===== src/rtl/seg7_scan_driver.sv =====
// Multiplexed seven-segment scan driver.
// Time-shares one segment bus across DIGITS anodes, blanks the anodes for a
// few cycles at each slot start, swaps in newly loaded contents only at frame
// boundaries, and adds per-digit blink plus leading-zero suppression.
module seg7_scan_driver #(
  parameter int DIGITS       = 8,
  parameter int REFRESH_DIV  = 100000,
  parameter int BLANK_CYC    = 4,
  parameter int BLINK_FRAMES = 250
) (
  input  logic                  clk,
  input  logic                  rst,
  input  logic [4*DIGITS-1:0]   data,
  input  logic [DIGITS-1:0]     dp_in,
  input  logic [DIGITS-1:0]     en,
  input  logic [DIGITS-1:0]     blink,
  input  logic                  lz_blank,
  input  logic                  load,
  output logic [6:0]            hex,
  output logic                  DP,
  output logic [DIGITS-1:0]     AN,
  output logic                  frame_tick
);

  localparam int PW = $clog2(REFRESH_DIV);
  localparam int IW = (DIGITS > 1) ? $clog2(DIGITS) : 1;
  localparam int FW = (BLINK_FRAMES > 1) ? $clog2(BLINK_FRAMES) : 1;

  localparam logic [PW-1:0] P_LAST = PW'(REFRESH_DIV - 1);
  localparam logic [PW-1:0] P_BLNK = PW'(BLANK_CYC);
  localparam logic [IW-1:0] I_LAST = IW'(DIGITS - 1);
  localparam logic [FW-1:0] F_LAST = FW'(BLINK_FRAMES - 1);

  // Active-low segment patterns {G,F,E,D,C,B,A} for a hex nibble.
  function automatic logic [6:0] seg_decode(input logic [3:0] n);
    case (n)
      4'h0: seg_decode = 7'b1000000;
      4'h1: seg_decode = 7'b1111001;
      4'h2: seg_decode = 7'b0100100;
      4'h3: seg_decode = 7'b0110000;
      4'h4: seg_decode = 7'b0011001;
      4'h5: seg_decode = 7'b0010010;
      4'h6: seg_decode = 7'b0000010;
      4'h7: seg_decode = 7'b1111000;
      4'h8: seg_decode = 7'b0000000;
      4'h9: seg_decode = 7'b0010000;
      4'hA: seg_decode = 7'b0001000;
      4'hB: seg_decode = 7'b0000011;
      4'hC: seg_decode = 7'b1000110;
      4'hD: seg_decode = 7'b0100001;
      4'hE: seg_decode = 7'b0000110;
      default: seg_decode = 7'b0001110;
    endcase
  endfunction

  logic [PW-1:0]       presc;
  logic [IW-1:0]       idx;
  logic [FW-1:0]       fcnt;
  logic                phase;
  logic                pend_flag;
  logic [4*DIGITS-1:0] pend_data, act_data;
  logic [DIGITS-1:0]   pend_dp, pend_en, pend_bl;
  logic [DIGITS-1:0]   act_dp, act_en, act_bl;

  logic slot_end, boundary;
  assign slot_end = (presc == P_LAST);
  assign boundary = slot_end && (idx == I_LAST);

  // Slot timing: prescaler, digit index, frame counter and blink phase.
  always_ff @(posedge clk) begin
    if (rst) begin
      presc <= '0;
      idx   <= '0;
      fcnt  <= '0;
      phase <= 1'b0;
    end else begin
      presc <= slot_end ? '0 : presc + 1'b1;
      if (slot_end)
        idx <= (idx == I_LAST) ? '0 : idx + 1'b1;
      if (boundary) begin
        if (fcnt == F_LAST) begin
          fcnt  <= '0;
          phase <= ~phase;
        end else begin
          fcnt <= fcnt + 1'b1;
        end
      end
    end
  end

  // Double-buffered contents: loads park in pending, go live only at a boundary.
  always_ff @(posedge clk) begin
    if (rst) begin
      pend_flag <= 1'b0;
      pend_data <= '0;
      pend_dp   <= '0;
      pend_en   <= '0;
      pend_bl   <= '0;
      act_data  <= '0;
      act_dp    <= '0;
      act_en    <= '0;
      act_bl    <= '0;
    end else if (boundary) begin
      pend_flag <= 1'b0;
      if (load) begin
        act_data <= data;
        act_dp   <= dp_in;
        act_en   <= en;
        act_bl   <= blink;
      end else if (pend_flag) begin
        act_data <= pend_data;
        act_dp   <= pend_dp;
        act_en   <= pend_en;
        act_bl   <= pend_bl;
      end
    end else if (load) begin
      pend_flag <= 1'b1;
      pend_data <= data;
      pend_dp   <= dp_in;
      pend_en   <= en;
      pend_bl   <= blink;
    end
  end

  logic [3:0]        cur_nib;
  logic              cur_en, cur_dp, cur_bl, upper_zero;
  logic              lit, lz_sup, guard;
  logic [6:0]        hex_n;
  logic              dp_n;
  logic [DIGITS-1:0] an_n;

  // Per-slot segment/anode selection for the digit currently being scanned.
  always_comb begin
    cur_nib    = 4'h0;
    cur_en     = 1'b0;
    cur_dp     = 1'b0;
    cur_bl     = 1'b0;
    upper_zero = 1'b1;
    for (int j = 0; j < DIGITS; j++) begin
      if (j == int'(idx)) begin
        cur_nib = act_data[4*j +: 4];
        cur_en  = act_en[j];
        cur_dp  = act_dp[j];
        cur_bl  = act_bl[j];
      end
      // Disabled digits count as zero when looking for leading zeros.
      if (j >= int'(idx) && act_en[j] && act_data[4*j +: 4] != 4'h0)
        upper_zero = 1'b0;
    end
    lit    = cur_en && !(cur_bl && phase);
    lz_sup = lz_blank && (idx != '0) && upper_zero;
    guard  = (presc < P_BLNK);
    hex_n  = 7'h7F;
    dp_n   = 1'b1;
    an_n   = '1;
    if (lit) begin
      dp_n = ~cur_dp;
      if (!lz_sup)
        hex_n = seg_decode(cur_nib);
      // A suppressed zero still lights its anode when its point is wanted.
      if ((!lz_sup || cur_dp) && !guard)
        an_n = ~(DIGITS'(1) << idx);
    end
  end

  // Registered outputs, one cycle behind the scan state.
  always_ff @(posedge clk) begin
    if (rst) begin
      hex        <= 7'h7F;
      DP         <= 1'b1;
      AN         <= '1;
      frame_tick <= 1'b0;
    end else begin
      hex        <= hex_n;
      DP         <= dp_n;
      AN         <= an_n;
      frame_tick <= boundary;
    end
  end

endmodule


===== config.mk =====
export PLATFORM = sky130hd
export DESIGN_NAME = seg7_scan_driver
export DESIGN_NICKNAME = d
export VERILOG_FILES = /design/src/rtl/seg7_scan_driver.sv
export SDC_FILE = /design/constraint.sdc
export NUM_CORES = 1
export LEC_CHECK = 0
export BUFFER_PORTS_ARGS = -buffer_cell sky130_fd_sc_hd__buf_2
export CAP_MARGIN = 40
export CELL_PAD_IN_SITES_DETAIL_PLACEMENT = 1
export CELL_PAD_IN_SITES_GLOBAL_PLACEMENT = 2
export CORE_MARGIN = 3
export CORE_UTILIZATION = 39
export CTS_CLUSTER_DIAMETER = 80
export DETAILED_ROUTE_END_ITERATION = 8
export PLACE_DENSITY_LB_ADDON = 0.08
export SLEW_MARGIN = 0
export SYNTH_ARGS = -nofsm -noshare
export SYNTH_HDL_FRONTEND = slang
export SYNTH_SLANG_ARGS = --single-unit

===== constraint.sdc =====
create_clock -name clk -period 4.45 [get_ports clk]
set_clock_uncertainty 0.05 [all_clocks]
set_input_delay 0.445 -clock clk [delete_from_list [all_inputs] [get_ports clk]]
set_output_delay 0.445 -clock clk [all_outputs]
set_load 0.01 [all_outputs]

==> results.toml, run 1 <==
[clocking]
post-cts-setup-buffers = 0
clockBufferDepth = 2
clk_pin_slew_ns = 0.06
htree_num_levels = 4
cts-root-buf = "clkbuf_16"
hold_buffers = 0
cts_sinks = 159
cts_inserted_buffers = 17
clk_latency_ns = 0.43
cts_tree = "done"
cts_resized = 0

[sta]
tns_ns = 0
maxSlewViolCount = 0
period_minus_slack_ns = 3.90
setup_viol = 0
post-route-period-util = 0.876
worst_slack_ns = 0.552
worstMarginPinSlew_ns = 0.856
relSlewSlack = 0.429
hold_viol_final = 0
rsz0062_at_grt = "no"
fmax_mhz = 257

[floorplan]
start_util = 0.405
fp.dieH_um = 144
ios = 77
design.core.area_um2 = 18300
die_area_um2 = 20700
rows = 49
dieWidth_um = 144

[power_and_ir_drop]
vdd_drop_max_mv = 0.264
pwr-share-seq = 0.467
pwr-share-comb = 0.057
internal-power_mw = 2.45
netSwitchingPower_mw = 0.698
clockPowerShare = 0.476
leakagePower_nw = 3.15
p_per_area_nw_per_um2 = 372
switching_share = 0.222

[placed_design]
gp_routability_congestion = 0.909
dp_hpwl_um = 14500
preCtsSetupSlack_ns = 0.631
io_buffers = 76

[critical_path]
critPathRequiredTime_ns = 4.70
path_class = "flop to flop"
crit_path_end_kind = "flop"
path_cells = "clkinv_1 > ha_1 > a31oi_1 > a21oi_1 > a221oi_1 > ha_1 > or3b_2 > a311oi_1 > o21ai_0"
crit_fanout = 20
critPathBufInv = 1
arrival_ns = 4.15
cp_slowest_stage_delay_ns = 0.76
cpMostUsedCell = "ha_1"
slowest_stage = "dfxtp_1"
startpoint_type = "flop"
path_delay_family = "compound AO/OA/AOI/OAI gates"

[yosys]
yosysWarnings = 0
ys_ff_latch = 159
synth_top_area_share = 0.429
netlist_instances = 857
synth_ff_type = "dfxtp_1"
synth_area_leaders = "dfxtp_1 (43%), mux2i_1 (7.8%), nand2_1 (7.3%)"
synth_edf_count = 0
yosys-top-cells-count = "dfxtp_1 (159), nand2_1 (144), nor2_1 (107)"
ys_types = 58
syn-num-nets = 931
yosys.cell_count.top_type = "dfxtp_1"
yosysTopAreaCell = "dfxtp_1"
synthArstFlopShare = 0
netlist_area_um2 = 7420
avgSynthCellArea_um2 = 8.66
ys_seq_area_frac = 0.429

[finish]
diodes = 0
final_layout_size_suffix_gt1_frac = 0.169
finalNetCount = 971
area_growth_pct = 14.1
n_fill_cell = 2185
fin_util = 0.462

[detailed_routing]
dr.pass1.iters = 4
dr.first_iter.drc_count = 332
drtAntennaViolNets = 0
wl_per_cell_um = 17.5
drc_errors = 0
vias = 6202
routed_wl_um = 20000
vias_per_cell = 5.45

[outcome]
status = "finished clean"

[global_routing]
grt_start_max_net_pins = 69
grt_pass1_wl_um = 32500
gr-total-overflow = 0
first_global_vias = 6403
antenna_found_initial = 0
track_usage = 0.198

[run]
max_cap_violations = 0

[min_path]
hold_path.class = "input pin to flop"
==> logic make-up (layout without fill, tap and decap cells) <==
logic type | after synthesis | count (layout) | share of synthesized area
compound gates | 179 | 179 | 0.181
xor+xnor | 23 | 23 | 0.0271
fa+ha+maj | 14 | 14 | 0.0236
buf+inv | 78 | 131 | 0.0514
flops | 159 | 159 | 0.429
mux | 58 | 58 | 0.0782
simple gates | 346 | 346 | 0.210
==> layout make-up <==
cell class                      count  area [um2]  area share
Multi-Input combinational cell    620        3860       0.456
Inverter                           16        60.1     0.00709
Timing Repair Buffer               83         470      0.0555
Clock buffer                       23         478      0.0564
Clock inverter                      9         133      0.0157
Sequential cell                   159        3180       0.376
Tap cell                          229         287      0.0338
==> power by group through the flow <==
stage / Sequential, mW / Combinational, mW / Clock, mW
floorplan: 1.50 / 0.118 / 0
finish: 1.47 / 0.179 / 1.50
global placement: 1.50 / 0.170 / 0
CTS: 1.47 / 0.184 / 1.54
detailed placement: 1.50 / 0.184 / 0
global route: 1.47 / 0.202 / 1.61
==> through the flow <==
stage	hold slack, ns	area (um2)	instances	total power [mW]
CTS	0.199	8460	1138	3.19
global route	0.204	8470	1139	3.28
global placement	0.390	7800	1104	1.67
finish	0.207	8470	1139	3.15
floorplan	0.380	7420	857	1.62
detailed placement	0.398	7850	1106	1.69
==> tightest hold or removal path: cells and delay by family <==
kind	cells	cell delay, ns
and+or+nand+nor	1	0.05
buffers and inverters	1	0.10
AOI/OAI and AO/OA	1	0.05
==> path summary, 6_finish.rpt <==
kind,from,to,depth (start not counted),slack (ns)
max,idx[2],hex[3],9,0.55
min,blink[1],pend_bl[1],3,0.21
max reg2reg,idx[2],hex[3],9,0.55
min reg2reg,pend_data[10],pend_data[10],2,0.41
==> flip-flops by register name, summed over array words and instances (netlist names) <==
signal / count
act_en: 8
DP: 1
act_bl: 8
pend_data: 32
act_dp: 8
act_data: 32
pend_bl: 8
pend_flag: 1
presc: 17
fcnt: 8
frame_tick: 1
AN: 8
pend_en: 8
hex: 7
pend_dp: 8
phase: 1
idx: 3
==> metal layers <==
layer | wire length [um] | track usage | up-vias
met2 | 9840 | 0.341 | 77
met4 | 173 | 0.0486 | 0
li1 | - | - | 3077
met5 | 0 | 0 | -
met1 | 9330 | 0.253 | 3034
met3 | 617 | 0.0419 | 14
==> cells in the final DEF, fill, tap and decap left out, types with 3 or more instances in the layout <==
cell	synthesis	final
o31ai_1	4	4
and3_1	4	4
nand2_1	144	143
and3b_1	3	3
or4_1	6	6
nand4_1	10	10
dfxtp_1	159	159
nand3_1	22	22
nor2b_1	4	4
or3_1	3	3
inv_1	15	15
buf_4	8	7
clkbuf_8	0	3
a21oi_1	68	68
xor2_1	8	8
clkbuf_16	0	17
a31oi_1	3	3
nor2_1	107	107
bufinv_16	0	3
mux2i_1	58	58
clkbuf_1	26	3
o2111ai_1	4	4
o41ai_1	3	3
buf_2	22	74
o21ai_0	11	11
ha_1	14	14
nand3b_1	5	5
xnor2_1	15	15
a311oi_1	6	6
nor3_1	11	11
or2_2	4	4
a211oi_2	31	31
nand2b_1	8	8
and2_1	5	4
a211oi_1	26	26
a221oi_1	5	5
(Power assumes the default switching activity.)
==> run 2: changes to the inputs <==
--- a/config.mk
+++ b/config.mk
@@ -14,6 +14,7 @@
 export CTS_CLUSTER_DIAMETER = 80
 export DETAILED_ROUTE_END_ITERATION = 8
 export PLACE_DENSITY_LB_ADDON = 0.08
+export REMOVE_ABC_BUFFERS = 1
 export SLEW_MARGIN = 0
 export SYNTH_ARGS = -nofsm -noshare
 export SYNTH_HDL_FRONTEND = slang
==> constraint.sdc (replaced) <==
create_clock -name clk -period 4.45 [get_ports clk]
set_clock_uncertainty 0.05 [all_clocks]
set_input_delay 0.6675 -clock clk [delete_from_list [all_inputs] [get_ports clk]]
set_output_delay 0.6675 -clock clk [all_outputs]
set_load 0.01 [all_outputs]
==> results.toml, run 2 (synthesized netlist as in run 1, its figures left out) <==
[sta]
rsz0062_at_grt = "no"
worstMarginPinSlew_ns = 0.757
tns_ns = 0
worst_slack_ns = 0.782
maxSlewViolCount = 0
period_minus_slack_ns = 3.67
setup_viol = 0
fmax_mhz = 273
relSlewSlack = 0.489
post-route-period-util = 0.824
hold_viol_final = 0

[critical_path]
arrival_ns = 3.91
crit_fanout = 17
critPathRequiredTime_ns = 4.69
path_class = "flop to flop"
crit_path_end_kind = "flop"
cpMostUsedCell = "ha_1"
path_cells = "ha_1 > ha_1 > inv_1 > nand2_1 > a311oi_1 > a221oi_1 > ha_1 > or3b_2 > a311oi_1 > o21ai_0"
slowest_stage = "a221oi_1"
startpoint_type = "flop"
cp_slowest_stage_delay_ns = 0.59

[clocking]
cts_tree = "done"
cts_inserted_buffers = 17
cts-root-buf = "clkbuf_16"
clk_latency_ns = 0.43
cts_sinks = 159
clockBufferDepth = 2
post-cts-setup-buffers = 0
htree_num_levels = 4
cts_resized = 0
clk_pin_slew_ns = 0.06
hold_buffers = 0

[detailed_routing]
routed_wl_um = 20600
dr.pass1.iters = 4
dr.first_iter.drc_count = 202
drc_errors = 0
wl_per_cell_um = 18.0
drtAntennaViolNets = 0
vias_per_cell = 5.42
vias = 6188

[power_and_ir_drop]
switching_share = 0.226
pwr-share-comb = 0.056
pwr-share-seq = 0.462
internal-power_mw = 2.46
leakagePower_nw = 3.19
p_per_area_nw_per_um2 = 374
vdd_drop_max_mv = 0.217
clockPowerShare = 0.481
netSwitchingPower_mw = 0.719

[placed_design]
preCtsSetupSlack_ns = 0.829
dpl_cell_area_um2 = 7900
io_buffers = 76
gp_routability_congestion = 0.908
dp_hpwl_um = 15300

[global_routing]
track_usage = 0.204
first_global_vias = 6352
gr-total-overflow = 0
grt_start_max_net_pins = 73
grt_pass1_wl_um = 33600
antenna_found_initial = 0

[finish]
top_regs = "act_data x32, pend_data x32, presc x17"
n_fill_cell = 2150
final_area_um2 = 8510
final_layout_size_suffix_gt1_frac = 0.174
final_cell_mix = "dfxtp_1 (159), nand2_1 (143), nor2_1 (107)"
diodes = 0
area_growth_pct = 14.7
final_common_cell = "dfxtp_1"
finalNetCount = 975

[floorplan]
dieWidth_um = 144
start_util = 0.405
ios = 77
fp.dieH_um = 144
die_area_um2 = 20700
rows = 49
design.core.area_um2 = 18300

[outcome]
status = "finished clean"

[run]
max_cap_violations = 0

[min_path]
hold_path.class = "flop to flop"
run 2: cell count changes in the layout (fill, tap and decap cells not counted):
cell,change
clkinvlp_4,-1
buf_12,+1
clkbuf_8,-3
buf_4,+3
bufinv_16,+1
inv_6,+4
clkbuf_1,-2
clkinv_2,+2
clkinv_4,-2
run 2: final cells by class:
cell class	count	area, um2	share of cell area
inverter	16	60.1	0.00705
clock buffer	18	429	0.0504
tap	229	287	0.0337
timing repair buffer	87	513	0.0602
clock inverter	13	183	0.0215
multi-input combinational	620	3860	0.453
sequential	159	3180	0.374
run 2: critical path, delay by kind of cell (launching register included):
kind	cells	cell delay (ns)
buffers and inverters	1	0.24
DFF	1	0.50
AOI/OAI and AO/OA	4	1.05
adders and majority gates	3	1.06
and+or+nand+nor	2	0.63
run 2: metrics by stage:
stage                     std cells  total power, mW   util  hold WS, ns
after floorplan                 795             1.58      -        0.380
after global placement         1107             1.67  0.427        0.390
after detailed placement       1111             1.69  0.431        0.400
after CTS                      1142             3.23  0.464        0.409
after global routing           1142             3.33  0.464        0.421
final                          1142             3.18  0.464        0.404
run 2: power groups by stage:
| stage | Sequential [mW] | Clock, mW | Combinational, mW |
|---|---|---|---|
| after floorplan | 1.50 | 0 | 0.0837 |
| after global placement | 1.50 | 0 | 0.170 |
| after detailed placement | 1.50 | 0 | 0.184 |
| after CTS | 1.47 | 1.58 | 0.184 |
| after global routing | 1.47 | 1.65 | 0.203 |
| final | 1.47 | 1.53 | 0.180 |
run 2: final timing paths:
path                endpoint  cells past startpoint  slack, ns        from
setup / recovery      hex[3]                     10       0.78      idx[1]
hold / removal    pend_dp[4]                      2       0.40  pend_dp[4]
setup reg to reg      hex[3]                     10       0.78      idx[1]
hold reg to reg   pend_dp[4]                      2       0.40  pend_dp[4]
run 2: routing by layer:
metal | wire length, um | GRT usage | part of all wire | up-vias
li1 | - | - | - | 3080
met1 | 10100 | 0.278 | 0.49 | 2972
met2 | 9330 | 0.329 | 0.45 | 109
met3 | 732 | 0.0379 | 0.036 | 27
met4 | 383 | 0.0634 | 0.019 | 0
met5 | 0 | 0 | 0 | -
==> run 3: changes to the inputs <==
--- a/config.mk
+++ b/config.mk
@@ -5,12 +5,13 @@
 export SDC_FILE = /design/constraint.sdc
 export NUM_CORES = 1
 export LEC_CHECK = 0
+export ABC_AREA = 1
 export BUFFER_PORTS_ARGS = -buffer_cell sky130_fd_sc_hd__buf_2
 export CAP_MARGIN = 40
 export CELL_PAD_IN_SITES_DETAIL_PLACEMENT = 1
 export CELL_PAD_IN_SITES_GLOBAL_PLACEMENT = 2
 export CORE_MARGIN = 3
-export CORE_UTILIZATION = 39
+export CORE_UTILIZATION = 30
 export CTS_CLUSTER_DIAMETER = 80
 export DETAILED_ROUTE_END_ITERATION = 8
 export PLACE_DENSITY_LB_ADDON = 0.08
==> constraint.sdc (replaced) <==
create_clock -name clk -period 3 [get_ports clk]
set_clock_uncertainty 0.05 [all_clocks]
set_input_delay 0.45 -clock clk [delete_from_list [all_inputs] [get_ports clk]]
set_output_delay 0.45 -clock clk [all_outputs]
set_load 0.01 [all_outputs]
==> results.toml, run 3 <==
[finish]
area_growth_pct = 16.6
regArea_um2 = 3180
multi_input_comb_area_um2 = 3690
final_area_um2 = 8980
diodes = 0
n_fill_cell = 3173
final_cell_mix = "nand2_1 (252), o21ai_0 (190), dfxtp_1 (159)"
finalNetCount = 1250
final_layout_size_suffix_gt1_frac = 0.122
final_common_cell = "nand2_1"
top_regs = "act_data x32, pend_data x32, presc x17"

[floorplan]
design.core.area_um2 = 25200
rows = 58
start_util = 0.306
die_area_um2 = 27700
ios = 77
fp.dieH_um = 166
dieWidth_um = 166

[global_routing]
antenna_found_initial = 0
grt_start_max_net_pins = 75
gr-total-overflow = 0
grt_pass1_wl_um = 37000
first_global_vias = 7189
track_usage = 0.162

[critical_path]
arrival_ns = 2.96
crit_cells = 18
path_delay_family = "simple AND/OR/NAND/NOR gates"
critPathRequiredTime_ns = 3.32
path_cells = "inv_1 > ha_1 > nand2_1 > o21ai_0 > inv_1 > nand2_1 > nand2_1 > nand2_1 > nand2_1 > nand2_1 > nand2_1 > nand2_1 > inv_1 > ha_1 > nand3_1 > nor2_1 > nor2_1 > nand2_1"
cp_slowest_stage_delay_ns = 0.45
reg2reg_depth = 18
cpMostUsedCell = "nand2_1"
startpoint_type = "flop"
crit_fanout = 12
slowest_stage = "dfxtp_1"
critPathBufInv = 3
path_class = "flop to flop"
crit_path_end_kind = "flop"

[yosys]
synth_edf_count = 0
synth_ff_type = "dfxtp_1"
yosysTopAreaCell = "dfxtp_1"
avgSynthCellArea_um2 = 6.85
yosysWarnings = 0
synth_top_area_share = 0.413
yosys.cell_count.top_type = "nand2_1"
netlist_instances = 1125
netlist_area_um2 = 7710
synth_area_leaders = "dfxtp_1 (41%), o21ai_0 (12%), nand2_1 (12%)"
yosys-top-cells-count = "nand2_1 (252), o21ai_0 (190), dfxtp_1 (159)"
ys_ff_latch = 159
ys_types = 36
ys_seq_area_frac = 0.413
synthArstFlopShare = 0

[detailed_routing]
drtAntennaViolNets = 0
wl_per_cell_um = 14.7
vias_per_cell = 4.77
drc_errors = 0
dr.pass1.iters = 4
routed_wl_um = 22400
vias = 7243
dr.first_iter.drc_count = 273

[run]
max_cap_violations = 0

[sta]
relSlewSlack = 0.551
period_minus_slack_ns = 2.64
maxSlewViolCount = 0
setup_viol = 0
tns_ns = 0
worstMarginPinSlew_ns = 0.674
hold_viol_final = 0
hold-worst-slack_ns = 0.227
fmax_mhz = 378
rsz0062_at_grt = "no"
post-route-period-util = 0.882

[clocking]
cts_resized = 0
clk_pin_slew_ns = 0.07
clockBufferDepth = 2
clk_latency_ns = 0.43
cts-root-buf = "clkbuf_16"
hold_buffers = 0
cts_tree = "done"
cts_sinks = 159
cts_inserted_buffers = 17
htree_num_levels = 4
post-cts-setup-buffers = 0

[power_and_ir_drop]
p_total_mw = 4.74
p_per_area_nw_per_um2 = 527
leakagePower_nw = 3.57
vdd_drop_max_mv = 0.321

[min_path]
hold_path.class = "input pin to flop"
hold_path_depth = 2

[placed_design]
gp_routability_congestion = 0.800
dpl_cell_area_um2 = 8390
dp_hpwl_um = 16100
io_buffers = 76

[outcome]
status = "finished clean"
-- run 3: changes by cell type in the layout (fill, tap and decap cells not counted), moves of 7 or more --
cell	before	now
a211oi_1	26	1
a211oi_2	31	0
a21oi_1	68	136
inv_1	15	139
mux2i_1	58	0
nand2_1	143	252
nand2b_1	8	0
nand3_1	22	49
nor2_1	107	54
nor3_1	11	4
o21ai_0	11	190
xnor2_1	15	2
-- run 3: cell type report --
| cell class | count | share of cell area |
|---|---|---|
| Clock inverter | 12 | 0.0180 |
| Sequential cell | 159 | 0.354 |
| Tap cell | 330 | 0.0460 |
| Inverter | 145 | 0.0606 |
| Timing Repair Buffer | 94 | 0.0618 |
| Multi-Input combinational cell | 759 | 0.411 |
| Clock buffer | 20 | 0.0486 |
-- run 3: path summary, 6_finish.rpt --
path                            startpoint      endpoint  slack, ns
worst max-delay path                idx[0]        hex[4]       0.36
worst min-delay path                   rst  act_data[30]       0.23
worst max register to register      idx[0]        hex[4]       0.36
worst min register to register  pend_bl[1]    pend_bl[1]       0.40
-- run 3: power breakdown --
part	switching, mW	internal (mW)	total (mW)
clock network	0.941	1.32	2.26
registers	0.0152	2.17	2.18
logic	0.196	0.0996	0.296
-- run 3: cell families (layout without fill, tap and decap cells) --
kind of cell / count (synthesis) / count (layout) / synth area share
xor gates and xnor gates: 7 / 7 / 0.00795
DFF: 159 / 159 / 0.413
buffers and inverters: 207 / 271 / 0.111
and+or+nand+nor: 401 / 401 / 0.224
adders and majority gates: 14 / 14 / 0.0227
AOI/OAI and AO/OA: 337 / 337 / 0.222
-- run 3: metal layers --
metal  vias to the layer above  track usage  part of all wire
met5                         -            0                 0
met4                         0       0.0441             0.012
met3                        22       0.0279             0.029
met2                        85        0.265              0.45
met1                      3376        0.222              0.50
li1                       3760            -                 -
-- run 3: metrics by stage --
step	worst slack, ns	cells	utilization
after floorplan	-0.0358	1063	-
after global placement	0.418	1487	0.333
after detailed placement	0.363	1487	0.333
after CTS	0.335	1519	0.357
after global routing	0.0836	1519	0.357
final	0.355	1519	0.357
